## config.mk

```make
export PLATFORM = sky130hd
export DESIGN_NAME = code_lock_core
export DESIGN_NICKNAME = d
export VERILOG_FILES = /design/src/rtl/lock_pkg.sv /design/src/rtl/lock_timer.sv /design/src/rtl/code_lock_core.sv
export SDC_FILE = /design/constraint.sdc
export NUM_CORES = 1
export LEC_CHECK = 0
export ABC_AREA = 1
export CAP_MARGIN = 20
export CORE_ASPECT_RATIO = 1.1
export CORE_MARGIN = 3
export CORE_UTILIZATION = 40
export CTS_BUF_LIST = sky130_fd_sc_hd__clkbuf_8
export DETAILED_ROUTE_END_ITERATION = 6
export PLACE_DENSITY = 0.6
export SKIP_CTS_REPAIR_TIMING = 1
export SYNTH_ARGS = -nofsm -noshare
export SYNTH_HDL_FRONTEND = slang
export SYNTH_SLANG_ARGS = --single-unit
```

## constraint.sdc

```tcl
create_clock -name hwclk -period 2.5 [get_ports hwclk]
set_input_delay 0.375 -clock hwclk [delete_from_list [all_inputs] [get_ports hwclk]]
set_output_delay 0.375 -clock hwclk [all_outputs]
set_load 0.05 [all_outputs]
```

## src/rtl/lock_pkg.sv

```systemverilog
// Shared types for the keypad code lock: controller states, programming stages
// and the code-width helper.
package lock_pkg;

  typedef enum logic [1:0] {
    ENTRY   = 2'd0,
    EVAL    = 2'd1,
    OPEN    = 2'd2,
    LOCKOUT = 2'd3
  } state_e;

  typedef enum logic [1:0] {
    STG_UNLOCK = 2'd0,
    STG_AUTH   = 2'd1,
    STG_NEW    = 2'd2,
    STG_CONF   = 2'd3
  } stage_e;

  function automatic int unsigned code_w(input int unsigned len, input int unsigned w);
    return len * w;
  endfunction

endpackage

```

## src/rtl/lock_timer.sv

```systemverilog
// Loadable down-counter shared by the unlock hold and the failure lockout;
// done fires combinationally in the cycle the count steps 1 -> 0.
module lock_timer #(
  parameter int unsigned W = 8
) (
  input  logic         clk_i,
  input  logic         rst_i,
  input  logic         load_i,
  input  logic         clr_i,
  input  logic [W-1:0] load_val_i,
  output logic         done_c_o
);

  logic [W-1:0] cnt_q;

  always_ff @(posedge clk_i) begin
    if (rst_i) begin
      cnt_q <= '0;
    end else if (clr_i) begin
      cnt_q <= '0;
    end else if (load_i) begin
      cnt_q <= load_val_i;
    end else if (cnt_q != '0) begin
      cnt_q <= cnt_q - W'(1);
    end
  end

  assign done_c_o = (cnt_q == W'(1)) && !load_i && !clr_i;

endmodule

```

## src/rtl/code_lock_core.sv

```systemverilog
// Keypad code lock: digit entry, code compare, master-authorised reprogramming,
// failure lockout and timed auto-relock.
module code_lock_core
  import lock_pkg::*;
#(
  parameter int unsigned CODE_LEN    = 6,
  parameter int unsigned DIGIT_W     = 4,
  parameter int unsigned KEY_MODE    = 8,
  parameter int unsigned KEY_CLEAR   = 9,
  parameter logic [code_w(CODE_LEN, DIGIT_W)-1:0] DEFAULT_UC  = 24'h123456,
  parameter logic [code_w(CODE_LEN, DIGIT_W)-1:0] MASTER_CODE = 24'h777777,
  parameter int unsigned MAX_FAIL    = 3,
  parameter int unsigned LOCKOUT_CYC = 36000000,
  parameter int unsigned UNLOCK_CYC  = 60000000
) (
  input  logic                            hwclk,
  input  logic                            reset,
  input  logic                            key_valid,
  input  logic [DIGIT_W-1:0]              key_code,
  output logic [1:0]                      stage,
  output logic [$clog2(CODE_LEN+1)-1:0]   digit_count,
  output logic                            unlocked,
  output logic                            locked_out,
  output logic [$clog2(MAX_FAIL+1)-1:0]   fail_count,
  output logic                            result_valid,
  output logic                            result_ok,
  output logic                            code_updated
);

  localparam int unsigned CODE_W  = code_w(CODE_LEN, DIGIT_W);
  localparam int unsigned CNT_W   = $clog2(CODE_LEN + 1);
  localparam int unsigned FAIL_W  = $clog2(MAX_FAIL + 1);
  localparam int unsigned TMR_MAX = (LOCKOUT_CYC > UNLOCK_CYC) ? LOCKOUT_CYC : UNLOCK_CYC;
  localparam int unsigned TMR_W   = $clog2(TMR_MAX + 1);

  state_e              state_q, state_d;
  stage_e              stage_q, stage_d;
  logic [CODE_W-1:0]   buf_q, buf_d;
  logic [CODE_W-1:0]   uc_q, uc_d;
  logic [CODE_W-1:0]   cand_q, cand_d;
  logic [CNT_W-1:0]    cnt_q, cnt_d;
  logic [FAIL_W-1:0]   fail_q, fail_d;
  logic                unlocked_q, unlocked_d;
  logic                locked_q, locked_d;
  logic                pend_v_q, pend_v_d;
  logic                pend_ok_q, pend_ok_d;
  logic                pend_cu_q, pend_cu_d;
  logic                rv_q, rok_q, cu_q;

  logic                is_mode_c, is_clear_c, is_digit_c, last_digit_c;
  logic                match_c, wrong_c, trip_c;
  logic [FAIL_W-1:0]   fail_inc_c;
  logic                tmr_load, tmr_clr, tmr_done_c;
  logic [TMR_W-1:0]    tmr_val;

  assign is_mode_c    = (key_code == DIGIT_W'(KEY_MODE));
  assign is_clear_c   = (key_code == DIGIT_W'(KEY_CLEAR));
  assign is_digit_c   = !is_mode_c && !is_clear_c;
  assign last_digit_c = (cnt_q == CNT_W'(CODE_LEN - 1));
  assign fail_inc_c   = (fail_q == FAIL_W'(MAX_FAIL)) ? fail_q : fail_q + FAIL_W'(1);
  assign wrong_c      = ((stage_q == STG_UNLOCK) || (stage_q == STG_AUTH)) && !match_c;
  assign trip_c       = wrong_c && (fail_inc_c == FAIL_W'(MAX_FAIL));

  // Target selection for the compare made in EVAL
  always_comb begin
    match_c = 1'b0;
    case (stage_q)
      STG_UNLOCK: match_c = (buf_q == uc_q);
      STG_AUTH:   match_c = (buf_q == MASTER_CODE);
      STG_CONF:   match_c = (buf_q == cand_q);
      default:    match_c = 1'b0;
    endcase
  end

  always_ff @(posedge hwclk) begin
    if (reset) begin
      state_q    <= ENTRY;
      stage_q    <= STG_UNLOCK;
      buf_q      <= '0;
      uc_q       <= DEFAULT_UC;
      cand_q     <= '0;
      cnt_q      <= '0;
      fail_q     <= '0;
      unlocked_q <= 1'b0;
      locked_q   <= 1'b0;
      pend_v_q   <= 1'b0;
      pend_ok_q  <= 1'b0;
      pend_cu_q  <= 1'b0;
      rv_q       <= 1'b0;
      rok_q      <= 1'b0;
      cu_q       <= 1'b0;
    end else begin
      state_q    <= state_d;
      stage_q    <= stage_d;
      buf_q      <= buf_d;
      uc_q       <= uc_d;
      cand_q     <= cand_d;
      cnt_q      <= cnt_d;
      fail_q     <= fail_d;
      unlocked_q <= unlocked_d;
      locked_q   <= locked_d;
      pend_v_q   <= pend_v_d;
      pend_ok_q  <= pend_ok_d;
      pend_cu_q  <= pend_cu_d;
      rv_q       <= pend_v_q;
      rok_q      <= pend_ok_q;
      cu_q       <= pend_cu_q;
    end
  end

  always_comb begin
    state_d = state_q;
    case (state_q)
      ENTRY:   if (key_valid && is_digit_c && last_digit_c) state_d = EVAL;
      EVAL: begin
        if ((stage_q == STG_UNLOCK) && match_c) state_d = OPEN;
        else if (trip_c)                        state_d = LOCKOUT;
        else                                    state_d = ENTRY;
      end
      OPEN:    if ((key_valid && is_clear_c) || tmr_done_c) state_d = ENTRY;
      LOCKOUT: if (tmr_done_c) state_d = ENTRY;
      default: state_d = ENTRY;
    endcase
  end

  // Datapath and status next values
  always_comb begin
    stage_d    = stage_q;
    buf_d      = buf_q;
    uc_d       = uc_q;
    cand_d     = cand_q;
    cnt_d      = cnt_q;
    fail_d     = fail_q;
    unlocked_d = unlocked_q;
    locked_d   = locked_q;
    pend_v_d   = 1'b0;
    pend_ok_d  = 1'b0;
    pend_cu_d  = 1'b0;
    tmr_load   = 1'b0;
    tmr_clr    = 1'b0;
    tmr_val    = '0;
    case (state_q)
      ENTRY: begin
        if (key_valid) begin
          if (is_digit_c) begin
            buf_d = (buf_q << DIGIT_W) | CODE_W'(key_code);
            cnt_d = cnt_q + CNT_W'(1);
          end else if (is_clear_c) begin
            buf_d = '0;
            cnt_d = '0;
            if ((stage_q == STG_NEW) || (stage_q == STG_CONF)) begin
              stage_d = STG_UNLOCK;
              cand_d  = '0;
            end
          end else if ((cnt_q == '0) && (stage_q == STG_UNLOCK)) begin
            stage_d = STG_AUTH;
          end else if ((cnt_q == '0) && (stage_q == STG_AUTH)) begin
            stage_d = STG_UNLOCK;
          end
        end
      end
      EVAL: begin
        buf_d    = '0;
        cnt_d    = '0;
        pend_v_d = 1'b0 | 1'b1;
        if (wrong_c) begin
          fail_d = fail_inc_c;
          if (trip_c) begin
            locked_d = 1'b1;
            tmr_load = 1'b1;
            tmr_val  = TMR_W'(LOCKOUT_CYC);
            stage_d  = STG_UNLOCK;
          end
        end else begin
          case (stage_q)
            STG_UNLOCK: begin
              unlocked_d = 1'b1;
              tmr_load   = 1'b1;
              tmr_val    = TMR_W'(UNLOCK_CYC);
              fail_d     = '0;
              pend_ok_d  = 1'b1;
            end
            STG_AUTH: begin
              stage_d   = STG_NEW;
              fail_d    = '0;
              pend_ok_d = 1'b1;
            end
            STG_NEW: begin
              cand_d    = buf_q;
              stage_d   = STG_CONF;
              pend_ok_d = 1'b1;
            end
            default: begin
              stage_d = STG_UNLOCK;
              cand_d  = '0;
              if (match_c) begin
                uc_d      = buf_q;
                pend_ok_d = 1'b1;
                pend_cu_d = 1'b1;
              end
            end
          endcase
        end
      end
      OPEN: begin
        if (key_valid && is_clear_c) begin
          unlocked_d = 1'b0;
          tmr_clr    = 1'b1;
        end else if (tmr_done_c) begin
          unlocked_d = 1'b0;
        end
      end
      LOCKOUT: begin
        if (tmr_done_c) begin
          locked_d = 1'b0;
          fail_d   = '0;
        end
      end
      default: ;
    endcase
  end

  lock_timer #(.W(TMR_W)) u_timer (
    .clk_i      (hwclk),
    .rst_i      (reset),
    .load_i     (tmr_load),
    .clr_i      (tmr_clr),
    .load_val_i (tmr_val),
    .done_c_o   (tmr_done_c)
  );

  assign stage        = stage_q;
  assign digit_count  = cnt_q;
  assign unlocked     = unlocked_q;
  assign locked_out   = locked_q;
  assign fail_count   = fail_q;
  assign result_valid = rv_q;
  assign result_ok    = rok_q;
  assign code_updated = cu_q;

endmodule

```

* Word level (Yosys, flattened, before mapping) *
Index checks and enable logic that the tools add are counted.

storage, ports and cells
  bits in registers = 115
  bits of input ports = 7
  output and inout bits = 12

cells by class
  $add $sub $neg = 3
  eq/ne operators = 34
  mux-type cells = 59
  bitwise logic cells = 4
  reductions and logical operators = 40

operator list
  operator               count
  $mux 24                8
  $mux 26                6
  $pmux 24 s2            3
  $eq 24x24->1           2
  $mux 2                 16
  $eq 26x1->1 const B    1
  $reduce_bool 26->1     1
  $sub 26x1->26 const B  1
  $eq 24x23->1 const B   1
  $ne 2x2->1 const B     12
  $or 24x4->24           1
  $ne 3x3->1 const B     6
  $mux 1                 15
  $reduce_and 7->1       2
  $eq 2x2->1 const B     6
  $reduce_and 4->1       3
  $logic_and 1x1->1      11
  $mux 3                 3
  $reduce_and 3->1       3
  $eq 4x4->1 const B     2
  $pmux 2 s2             2
  $pmux 2 s4             1
  $reduce_bool 2->1      4
  $pmux 2 s3             1
  16 further kinds       29

* Depth between registers and ports, before layout *
Gate-level depths: netlist of run 1.

  depth in word-level cells = 14
  mapped depth = 20
  gate-level depth less buffers = 20

* Hierarchy *
Synthesis of run 1 repeated with hierarchy kept, for this count alone.

second synthesis, totals
  cell total of the unflattened synthesis = 1,011
  area, all modules = 6,477.5 µm²

by module, submodules not included
  module          instances  cells an instance  area an instance (µm²)  sequential area each (µm²)
  code_lock_core  1          705                4,638.2                 1,781.7
  lock_timer      1          306                1,839.3                 520.5

* Least setup slack after synthesis of run 1 *
No wires, ideal clock.

  path type = register to register
  start point = register stage_q[1] (netlist: stage[1])
  end point = register u_timer.cnt_q[15]
  library setup time = 133 ps
  arrival time = 2,677 ps
  required time = 2,367 ps
  setup slack = -310 ps
  cell stages (with the launch flop) = 17
  path buffers = 2
  period minus slack after synthesis = 2,810 ps
  cell sequence = dfxtp_1 > inv_1 > ha_1 > nor2_2 > buf_6 > nand2_1 > nand3_1 > nand2_1 > nor2_1 > nand3_2 > nor2_4 > nand2_4 > nand3_4 > nand2_4 > nor2_4 > buf_6 > nor3_1

on the way
  word-level cells in the longest chain between the ends = 9
  elaborated cells between the ends (all ways) = 17
  those cells by class = eq/ne: 2; mux: 9; reduce/logical: 6

RTL lines
  what                                          RTL line               RTL
  from (decl)                                   code_lock_core.sv:37   stage_e stage_q, stage_d;
  from (signal assigned)                        code_lock_core.sv:94   stage_q <= stage_d;
  $eq 2x2->1 (tied with other cells)            code_lock_core.sv:67   case (stage_q)
  $pmux 1 s3                                    code_lock_core.sv:67
  $logic_not 1->1                               code_lock_core.sv:61   assign wrong_c = ((stage_q == STG_UNLOCK) || (stage_q == STG_AUTH)) && !match_c;
  $logic_and 1x1->1                             code_lock_core.sv:61
  $logic_and 1x1->1                             code_lock_core.sv:62   assign trip_c = wrong_c && (fail_inc_c == FAIL_W'(MAX_FAIL));
  $mux 1                                        code_lock_core.sv:168  if (trip_c) begin
  $mux 1                                        code_lock_core.sv:166  if (wrong_c) begin
  $mux 1                                        code_lock_core.sv:142  case (state_q)
  $mux 26 or $reduce_bool 2->1 (tied branches)  n/a
  to (signal assigned)                          lock_timer.sv:22       cnt_q <= load_val_i;
  to (signal assigned)                          lock_timer.sv:24       cnt_q <= cnt_q - W'(1);
  to (decl)                                     lock_timer.sv:14       logic [W-1:0] cnt_q;

Several ways; a longest one is shown, not always the timed one.
A chain may end at the register's enable or synchronous reset.

* Final worst setup path of run 1 *
  start point = register stage_q[1] (netlist: stage[1])
  end point = register uc_q[15]

on the way
  word-level cells in the longest chain between the ends = 6
  elaborated cells between the ends (all ways) = 12
  those cells by class = eq/ne: 3; mux: 1; bitwise: 2; reduce/logical: 6

RTL lines
  what                                 RTL line              RTL
  $eq 2x2->1 (tied with other cells)   code_lock_core.sv:67
  $pmux 1 s3                           code_lock_core.sv:67
  $logic_not 1->1                      code_lock_core.sv:61
  $logic_and 1x1->1                    code_lock_core.sv:61
  $not 1->1 (no source line)           n/a
  $reduce_and 4->1 (no source line) *  n/a
  to (signal assigned)                 code_lock_core.sv:96  uc_q <= uc_d;
  to (decl)                            code_lock_core.sv:39  logic [CODE_W-1:0] uc_q, uc_d;

Mark *: on every way between the ends. The rest lies on a longest branch, timed or not.

==> results of run 1 <==
==> layout make-up <==
cell class                 count  area [um2]
sequential                   115        2310
timing repair buffer          97        1020
clock inverter                14         139
clock buffer                  18         248
inverter                     108         420
fill                        1439        6870
tap                          192         240
multi-input combinational    606        3480
==> cell usage in the layout (no fill, tap or decap), drive strengths merged <==
cell           synthesis  layout
clkinvlp               0       5
bufinv                 0       2
nor2                  83      83
a2111oi                1       1
a211oi                11      11
ha                    11      11
clkinv                 3       7
o21ai                 21      21
nand3                 91      91
nor3                  15      15
inv                  105     108
nor4                  15      15
dfxtp                115     115
xor2                  13      13
a21oi                 83      83
nand4                 13      13
a31oi                  2       2
clkdlybuf4s50          0      17
o211ai                13      13
buf                   22      76
xnor2                 10      10
nand2                201     201
o41ai                  1       1
clkbuf                19      22
nand3b                21      21
o311ai                 1       1
==> worst max path at each step <==
stage	from	to	cells after the start
after global placement	stage[1]	uc_q[11]	18
after floorplan	stage[1]	u_timer.cnt_q[15]	16
after global routing	stage[1]	uc_q[16]	19
after CTS	stage[1]	u_timer.cnt_q[19]	18
final	stage[1]	uc_q[15]	19
after detailed placement	stage[1]	uc_q[19]	18
==> flip-flops by register name, summed over array words and instances (netlist names) <==
signal         count
fail_count         2
pend_v_q           1
locked_out         1
stage              2
state_q            2
unlocked           1
code_updated       1
buf_q             24
result_valid       1
result_ok          1
cand_q            24
pend_cu_q          1
digit_count        3
uc_q              24
pend_ok_q          1
u_timer.cnt_q     26
==> routing by layer <==
metal / wire [um] / share of wire (%)
met5: 0 / 0
met4: 361 / 2.0
met3: 706 / 4.0
met2: 8760 / 49
met1: 7950 / 45
==> cell families after synthesis <==
group / Yosys count
and+or+nand+nor: 439
buffers and inverters: 149
AOI/OAI and AO/OA: 133
DFF: 115
xor gates and xnor gates: 23
adders and majority gates: 11
==> through the flow <==
step / TNS, ns / hold WS [ns] / cell area (um2) / power [uW] / setup WS [ns]
after CTS: -0.545 / 0.271 / 7220 / 5200 / -0.0459
after global placement: 0 / 0.400 / 6830 / 3470 / 0.0253
after floorplan: 0 / 0.388 / 6130 / 3110 / 0.0172
final: -0.828 / 0.308 / 7860 / 5340 / -0.0652
after detailed placement: -0.0708 / 0.403 / 6830 / 3470 / -0.0175
after global routing: -7.78 / 0.313 / 7860 / 5650 / -0.235
==> power by group through the flow <==
stage | clock network [uW] | registers, uW | logic [uW]
after global placement | 0 | 2130 | 1340
after global routing | 1840 | 2110 | 1700
after floorplan | 0 | 2100 | 1000
after CTS | 1760 | 2090 | 1350
final | 1720 | 2090 | 1520
after detailed placement | 0 | 2130 | 1340
==> impl_metrics.json, run 1 <==
{
  "fin_cells": 1150,
  "utilization_pct": 53.3,
  "dp.cells": 1095,
  "synth_xor_area_share_pct": 3.29,
  "async_flop_share_pct": 0,
  "grt_antenna_before_repair": 0,
  "io_buffers": 18,
  "r2r_slack_ns": -0.07,
  "rsz0062_at_grt": "true",
  "drtAntennaViolNets": 0,
  "start_kind": "flip-flop",
  "setup_ws_ns": -0.0652,
  "core_area_mm2": 0.0147,
  "cts_sinks": 115,
  "grt_use_met2_pct": 34.9,
  "clkPwrFrac_pct": 32.2,
  "vias": 5918,
  "setup_viol": 22,
  "grt_pass1_vias": 5377,
  "ys.flop_type": "dfxtp_1",
  "switching_share_pct": 34.4,
  "hp-class": "in2reg",
  "cpPeakStageDelay_ns": 0.39,
  "leakage_uw": 0.00322,
  "p_per_area_mw_per_mm2": 679,
  "switchingPower_uw": 1840,
  "synth_fa_ha_area_share_pct": 2.25,
  "drt-vias-per-instance": 5.15,
  "final_nets": 963,
  "fmax_mhz": 390,
  "worstHoldStart": "reset",
  "min_period_ns": 2.57,
  "gp_congestion": 0.901,
  "ys_seq_area_share_pct": 37.6,
  "avgSynthCellArea_um2": 7.05,
  "drive_gt1_share_pct": 20.7,
  "critPathBufInv": 5,
  "finClkSkew_ns": 0.0114,
  "cap_violations": 0,
  "tightest_slew_ns": 0.587,
  "finalHoldViolations": 0,
  "synth-edff-count": 0,
  "syn_nets": 888,
  "slew-limit-headroom_pct": 60.9,
  "irDropWorstVdd_mv": 0.450,
  "end_kind": "flip-flop",
  "yosys.area_share.simple_pct": 33.9,
  "grt_pass1_wl_um": 27000,
  "io_pins": 19,
  "crit_chain": "inv_4, ha_4, nor2_4, buf_6, buf_6, nand2_1, nand2_1, nand2_1, nand2_1, nand2_1, nor2_1, nand2_1, nor2_4, nand2_4, nor3_4, inv_4, clkbuf_16, o21ai_2, a21oi_1",
  "synthMuxAreaShare_pct": 0,
  "maxSlewViolCount": 0,
  "cts_tree": "built",
  "synth_area_leader_cell": "dfxtp_1",
  "synth_top_family_by_area": "simple AND/OR/NAND/NOR gates",
  "critical_path_class": "reg2reg",
  "grt_max_degree": 51,
  "initial_core_util_pct": 41.6,
  "avgRoutedWirePerCell_um": 15.5,
  "comb_power_share_pct": 28.6,
  "globalRouteTotalUtil_pct": 20.5,
  "drc": 0,
  "worstPathRequired_ns": 2.83,
  "synth_top_area_share_pct": 37.6,
  "yosysMostFrequentCell": "nand2_1",
  "seqPwrFrac_pct": 39.2,
  "reg2reg_to": "uc_q[15]",
  "period_share_pct": 103,
  "ys_seq_elements": 115,
  "yosysWarnings": 0,
  "p_int_uw": 3500,
  "critPathMaxFanout": 7,
  "cts-root-buf": "clkbuf_8",
  "cp.arrival_ns": 2.90,
  "hold_end": "result_ok",
  "rows": 46,
  "yosys.cell_types.count": 39,
  "synthTopCellsByArea": "dfxtp_1, nand2_1, nand3_1",
  "synthCells": 870,
  "holdPathStages": 2,
  "place_hpwl_um": 11400,
  "synth_compound_area_share_pct": 12.8,
  "firstDrtPassIters": 5,
  "drtIter0Drc": 440,
  "top_usage_layer": "met2",
  "htreeDepth": 4,
  "cts_made_buffers": 17,
  "dieWidth_um": 124,
  "critPathSlowestCell": "dfxtp_4",
  "antenna_cells": 0,
  "die-area_mm2": 0.0168,
  "clock_latency_ns": 0.44,
  "flow.area_growth_from_synthesis_pct": 28.2,
  "cts_buffer_depth": 2,
  "grt_use_met1_pct": 25.8,
  "violations": "negative setup slack",
  "netlist_top_cells_count": "nand2_1, dfxtp_1, inv_1",
  "reg2reg_from": "stage[1]",
  "use_met3_pct": 4.83,
  "status": "finished, violations left",
  "clk_pin_slew_ns": 0.08,
  "path_delay_family": "simple AND/OR/NAND/NOR gates",
  "reg2reg_depth": 19,
  "path_common_cell": "nand2_1",
  "synth_area_mm2": 0.00613,
  "drt-total-wl_um": 17800,
  "grt-ovfl-total": 0,
  "die_y_um": 136
}
Note: power is estimated with default switching activity, not from simulation.
==> inputs of run 2 (changes only) <==
- MAX_ROUTING_LAYER: not set -> met4
==> run 2 against run 1 <==
The flow still finishes with violations (negative setup slack). Sequential power about the same. Non-clock buffer count is the same. Final cell count stayed put. Routed wire length is essentially flat. Clock skew barely moved. Worst hold slack worse by 0.0055 ns. Critical endpoint unchanged.
==> impl_metrics.json, run 2 (synthesized netlist as in run 1, its figures left out) <==
{
  "cp.arrival_ns": 2.90,
  "firstDrtPassIters": 5,
  "drt-total-wl_um": 17800,
  "power.total_uw": 5350,
  "setup_viol": 21,
  "min_period_ns": 2.57,
  "critPathLaunch": "stage[1]",
  "io_buffers": 18,
  "seqPwrFrac_pct": 39.2,
  "grt_antenna_before_repair": 0,
  "final_nets": 963,
  "drt-vias-per-instance": 5.14,
  "core_area_mm2": 0.0147,
  "die-area_mm2": 0.0168,
  "final_cell_mix": "nand2_1, dfxtp_1, inv_1, nand3_1, a21oi_1",
  "grt_pass1_wl_um": 27000,
  "critical_path_class": "reg2reg",
  "rsz0062_at_grt": "true",
  "clkPwrFrac_pct": 32.3,
  "maxSlewViolCount": 0,
  "globalRouteTotalUtil_pct": 21.1,
  "register_area_mm2": 0.00231,
  "gp_congestion": 0.916,
  "grt_max_degree": 51,
  "leakage_uw": 0.00322,
  "flow.area_growth_from_synthesis_pct": 28.2,
  "worstPathRequired_ns": 2.83,
  "vias": 5915,
  "dieWidth_um": 124,
  "cts_made_buffers": 17,
  "period_share_pct": 103,
  "slew-limit-headroom_pct": 61.5,
  "switchingPower_uw": 1840,
  "final.fill_count": 1442,
  "critPathMaxFanout": 7,
  "avgRoutedWirePerCell_um": 15.5,
  "clock_latency_ns": 0.45,
  "place_hpwl_um": 11400,
  "rows": 46,
  "initial_core_util_pct": 41.6,
  "fmax_mhz": 390,
  "worstSetupEndpoint": "uc_q[15]",
  "status": "finished, violations left",
  "end_kind": "flip-flop",
  "antenna_cells": 0,
  "r2r_slack_ns": -0.07,
  "switching_share_pct": 34.5,
  "grt-ovfl-total": 0,
  "cts_buffer_depth": 2,
  "clk_pin_slew_ns": 0.08,
  "drtAntennaViolNets": 0,
  "start_kind": "flip-flop",
  "htreeDepth": 4,
  "grt_pass1_vias": 5371,
  "cts-root-buf": "clkbuf_8",
  "violations": "negative setup slack",
  "reg2reg_depth": 19,
  "drtIter0Drc": 404,
  "regMostFlops": "u_timer.cnt_q",
  "p_per_area_mw_per_mm2": 680,
  "multiInputGateArea_mm2": 0.00348,
  "reg2reg_to": "uc_q[15]",
  "drive_gt1_share_pct": 20.7,
  "cts_tree": "built",
  "p_int_uw": 3500,
  "setup_ws_ns": -0.0657,
  "io_pins": 19,
  "finClkSkew_ns": 0.0115,
  "mostFrequentLayoutCell": "nand2_1",
  "cap_violations": 0,
  "largest_reg_flops": 26,
  "hp-class": "in2reg",
  "cts_sinks": 115,
  "irDropWorstVdd_mv": 0.443,
  "utilization_pct": 53.3,
  "die_y_um": 136,
  "drc": 0,
  "tightest_slew_ns": 0.577,
  "finalHoldViolations": 0,
  "reg2reg_from": "stage[1]",
  "comb_power_share_pct": 28.5
}
[run 2: cell counts in the layout (fill, tap and decap cells not counted)]
No cell type changed its count.
[run 2: worst min-delay path by stage]
| stage | cells after the start | slack (ns) | endpoint | from |
|---|---|---|---|---|
| floorplan | 2 | 0.39 | code_updated | pend_cu_q |
| global placement | 2 | 0.40 | result_valid | pend_v_q |
| detailed placement | 2 | 0.40 | result_valid | pend_v_q |
| CTS | 2 | 0.27 | result_ok | reset |
| global route | 2 | 0.32 | code_updated | reset |
| finish | 2 | 0.30 | result_ok | reset |
[run 2: cell type report]
cell class	instances	share of cell area, %
Clock buffer	18	3.15
Timing Repair Buffer	97	13.0
Inverter	108	5.35
Multi-Input combinational cell	606	44.3
Tap cell	192	3.06
Sequential cell	115	29.4
Clock inverter	14	1.77
[run 2: worst max-delay path, cell delays in order (launching register included)]
cell and delay (ns):
dfxtp_4 0.39, inv_4 0.05, ha_4 0.17, nor2_4 0.11
buf_6 0.13, buf_6 0.11, nand2_1 0.06, nand2_1 0.06
nand2_1 0.05, nand2_1 0.05, nand2_1 0.05, nor2_1 0.09
nand2_1 0.09, nor2_4 0.17, nand2_4 0.10, nor3_4 0.30
inv_4 0.10, clkbuf_16 0.18, o21ai_2 0.12, a21oi_1 0.05
[run 2: metrics by stage]
stage / instance area [um2] / setup TNS [ns] / cells / setup WS [ns] / hold WS, ns
2_1_floorplan: 6130 / 0 / 870 / 0.0172 / 0.388
3_3_place_gp: 6830 / 0 / 1095 / 0.0253 / 0.400
3_5_place_dp: 6830 / -0.0708 / 1095 / -0.0175 / 0.403
4_1_cts: 7220 / -0.545 / 1127 / -0.0459 / 0.271
5_1_grt: 7860 / -7.83 / 1150 / -0.235 / 0.316
6_report: 7860 / -0.804 / 1150 / -0.0657 / 0.303
[run 2: power groups by stage]
stage               logic (uW)  registers (uW)  clock network (uW)
floorplan                 1000            2100                   0
global placement          1340            2130                   0
detailed placement        1340            2130                   0
CTS                       1350            2090                1760
global route              1700            2110                1830
finish                    1530            2090                1730
[run 2: per-layer routing]
layer  GRT usage, %  part of all wire [%]  vias up
li1               -                     -     3014
met1           25.7                    45     2765
met2           35.1                    49      105
met3           4.20                   3.7       31
met4           6.39                   2.3        0
met5              -                     0        -
==> inputs of run 3 (changes only) <==
- CORE_UTILIZATION: 40 -> 35
- PLACE_DENSITY: 0.6 -> 0.54
==> run 3 against run 2 <==
The flow still finishes with violations (negative setup slack). First-iteration DRC count is 33% lower. Highest routed layer unchanged. Sequential power about the same. Core utilization down 7.7 points. Flip-flop and latch count is the same. Register-to-register slack improved by 0.05 ns. Clock power increased by 2%.
==> impl_metrics.json, run 3 (synthesized netlist as in run 1, its figures left out) <==
{
  "hp-class": "in2reg",
  "antenna_cells": 0,
  "end_kind": "flip-flop",
  "core_area_mm2": 0.0171,
  "firstDrtPassIters": 5,
  "drc": 0,
  "critical_path_class": "reg2reg",
  "gp_congestion": 0.849,
  "initial_core_util_pct": 35.9,
  "io_pins": 19,
  "leakage_uw": 0.00319,
  "final.fill_count": 1729,
  "cap_violations": 0,
  "status": "finished, violations left",
  "drive_gt1_share_pct": 20.2,
  "grt_max_degree": 42,
  "largest_reg_flops": 26,
  "setup_viol": 7,
  "flow.area_growth_from_synthesis_pct": 27.3,
  "slew-limit-headroom_pct": 65.8,
  "fmax_mhz": 397,
  "violations": "negative setup slack",
  "drtIter0Drc": 270,
  "globalRouteTotalUtil_pct": 18.5,
  "cts-root-buf": "clkbuf_8",
  "regMostFlops": "u_timer.cnt_q",
  "multiInputGateArea_mm2": 0.00349,
  "grt-ovfl-total": 0,
  "tightest_slew_ns": 0.513,
  "register_area_mm2": 0.00231,
  "dieWidth_um": 132,
  "final_nets": 950,
  "drt-vias-per-instance": 4.91,
  "p_per_area_mw_per_mm2": 681,
  "die_y_um": 145,
  "grt_antenna_before_repair": 0,
  "vias": 5794,
  "die-area_mm2": 0.0191,
  "drtAntennaViolNets": 0,
  "io_buffers": 18,
  "hold_ws_ns": 0.304,
  "mostFrequentLayoutCell": "nand2_1",
  "cts_made_buffers": 17,
  "grt_pass1_wl_um": 27600,
  "cts_sinks": 115,
  "finClkSkew_ns": 0.0120,
  "grt_pass1_vias": 5479,
  "start_kind": "flip-flop",
  "cts_tree": "built",
  "cp.arrival_ns": 2.85,
  "worstPathRequired_ns": 2.83,
  "finalHoldViolations": 0,
  "htreeDepth": 4,
  "period_share_pct": 101,
  "final_cell_mix": "nand2_1, dfxtp_1, inv_1, a21oi_1, nand3_1",
  "setup_ws_ns": -0.0182,
  "cts_buffer_depth": 2,
  "place_hpwl_um": 11500,
  "avgRoutedWirePerCell_um": 14.7,
  "place_area_mm2": 0.00695,
  "final_cell_area_mm2": 0.00780,
  "clk_pin_slew_ns": 0.07,
  "rows": 50,
  "utilization_pct": 45.7,
  "irDropWorstVdd_mv": 0.545,
  "min_period_ns": 2.52,
  "maxSlewViolCount": 0,
  "dp_slack_ns": -0.255,
  "critPathMaxFanout": 6,
  "drt-total-wl_um": 17300,
  "clock_latency_ns": 0.44,
  "rsz0062_at_grt": "true"
}
## run 3: cell count changes in the layout (fill, tap and decap cells not counted), moves of 4 or more
cell,before,now
buf_4,49,45
a21oi_1,75,82
nor4_4,7,1
nand2_1,185,177
a21oi_2,8,1
buf_12,9,13
nand2_4,1,8
buf_6,16,6
nor4_2,3,9
## run 3: cell type report
type,instances,share of cell area [%]
Clock buffer,21,3.70
Sequential cell,115,29.6
Inverter,108,5.39
Multi-Input combinational cell,606,44.7
Tap cell,234,3.75
Clock inverter,11,1.40
Timing Repair Buffer,84,11.4
## run 3: per-stage QoR
stage,TNS (ns),instances,total power (uW)
2_1_floorplan,0,870,3110
3_3_place_gp,-9.29,1137,3480
3_5_place_dp,-10.46,1137,3470
4_1_cts,-10.95,1169,5250
5_1_grt,-6.95,1179,5630
6_report,-0.0802,1179,5310
## run 3: worst paths after layout
path / start / end / slack, ns / cells past startpoint
hold reg to reg: pend_cu_q / code_updated / 0.41 / 2
setup reg to reg: stage[1] / u_timer.cnt_q[6] / -0.02 / 19
hold / removal: reset / result_valid / 0.30 / 2
setup / recovery: stage[1] / u_timer.cnt_q[6] / -0.02 / 19
## run 3: report_power, final
group	leakage, uW	internal, uW	switching [uW]
Combinational	0.00204	635	823
Sequential	0.000933	1960	131
Clock	0.000210	977	788
Total	0.00319	3570	1740
## run 3: routing by layer
layer	track usage (%)	share of wire, %
met5	-	0
met4	5.36	1.0
met3	3.53	3.0
met2	30.7	48
met1	23.3	48
## run 3: critical path, stage by stage, from the launching register on
cell,delay [ns]
dfxtp_4,0.40
inv_4,0.05
ha_4,0.19
nor2_4,0.13
buf_12,0.13
buf_12,0.13
nand2_2,0.05
nand2_1,0.06
nand2_1,0.04
nand2_1,0.06
nand2_1,0.05
nor2_1,0.11
nand2_2,0.09
nor2_4,0.15
nand2_4,0.10
nand3_4,0.10
nand2_4,0.09
nor2_4,0.24
clkbuf_16,0.20
nor4_2,0.04
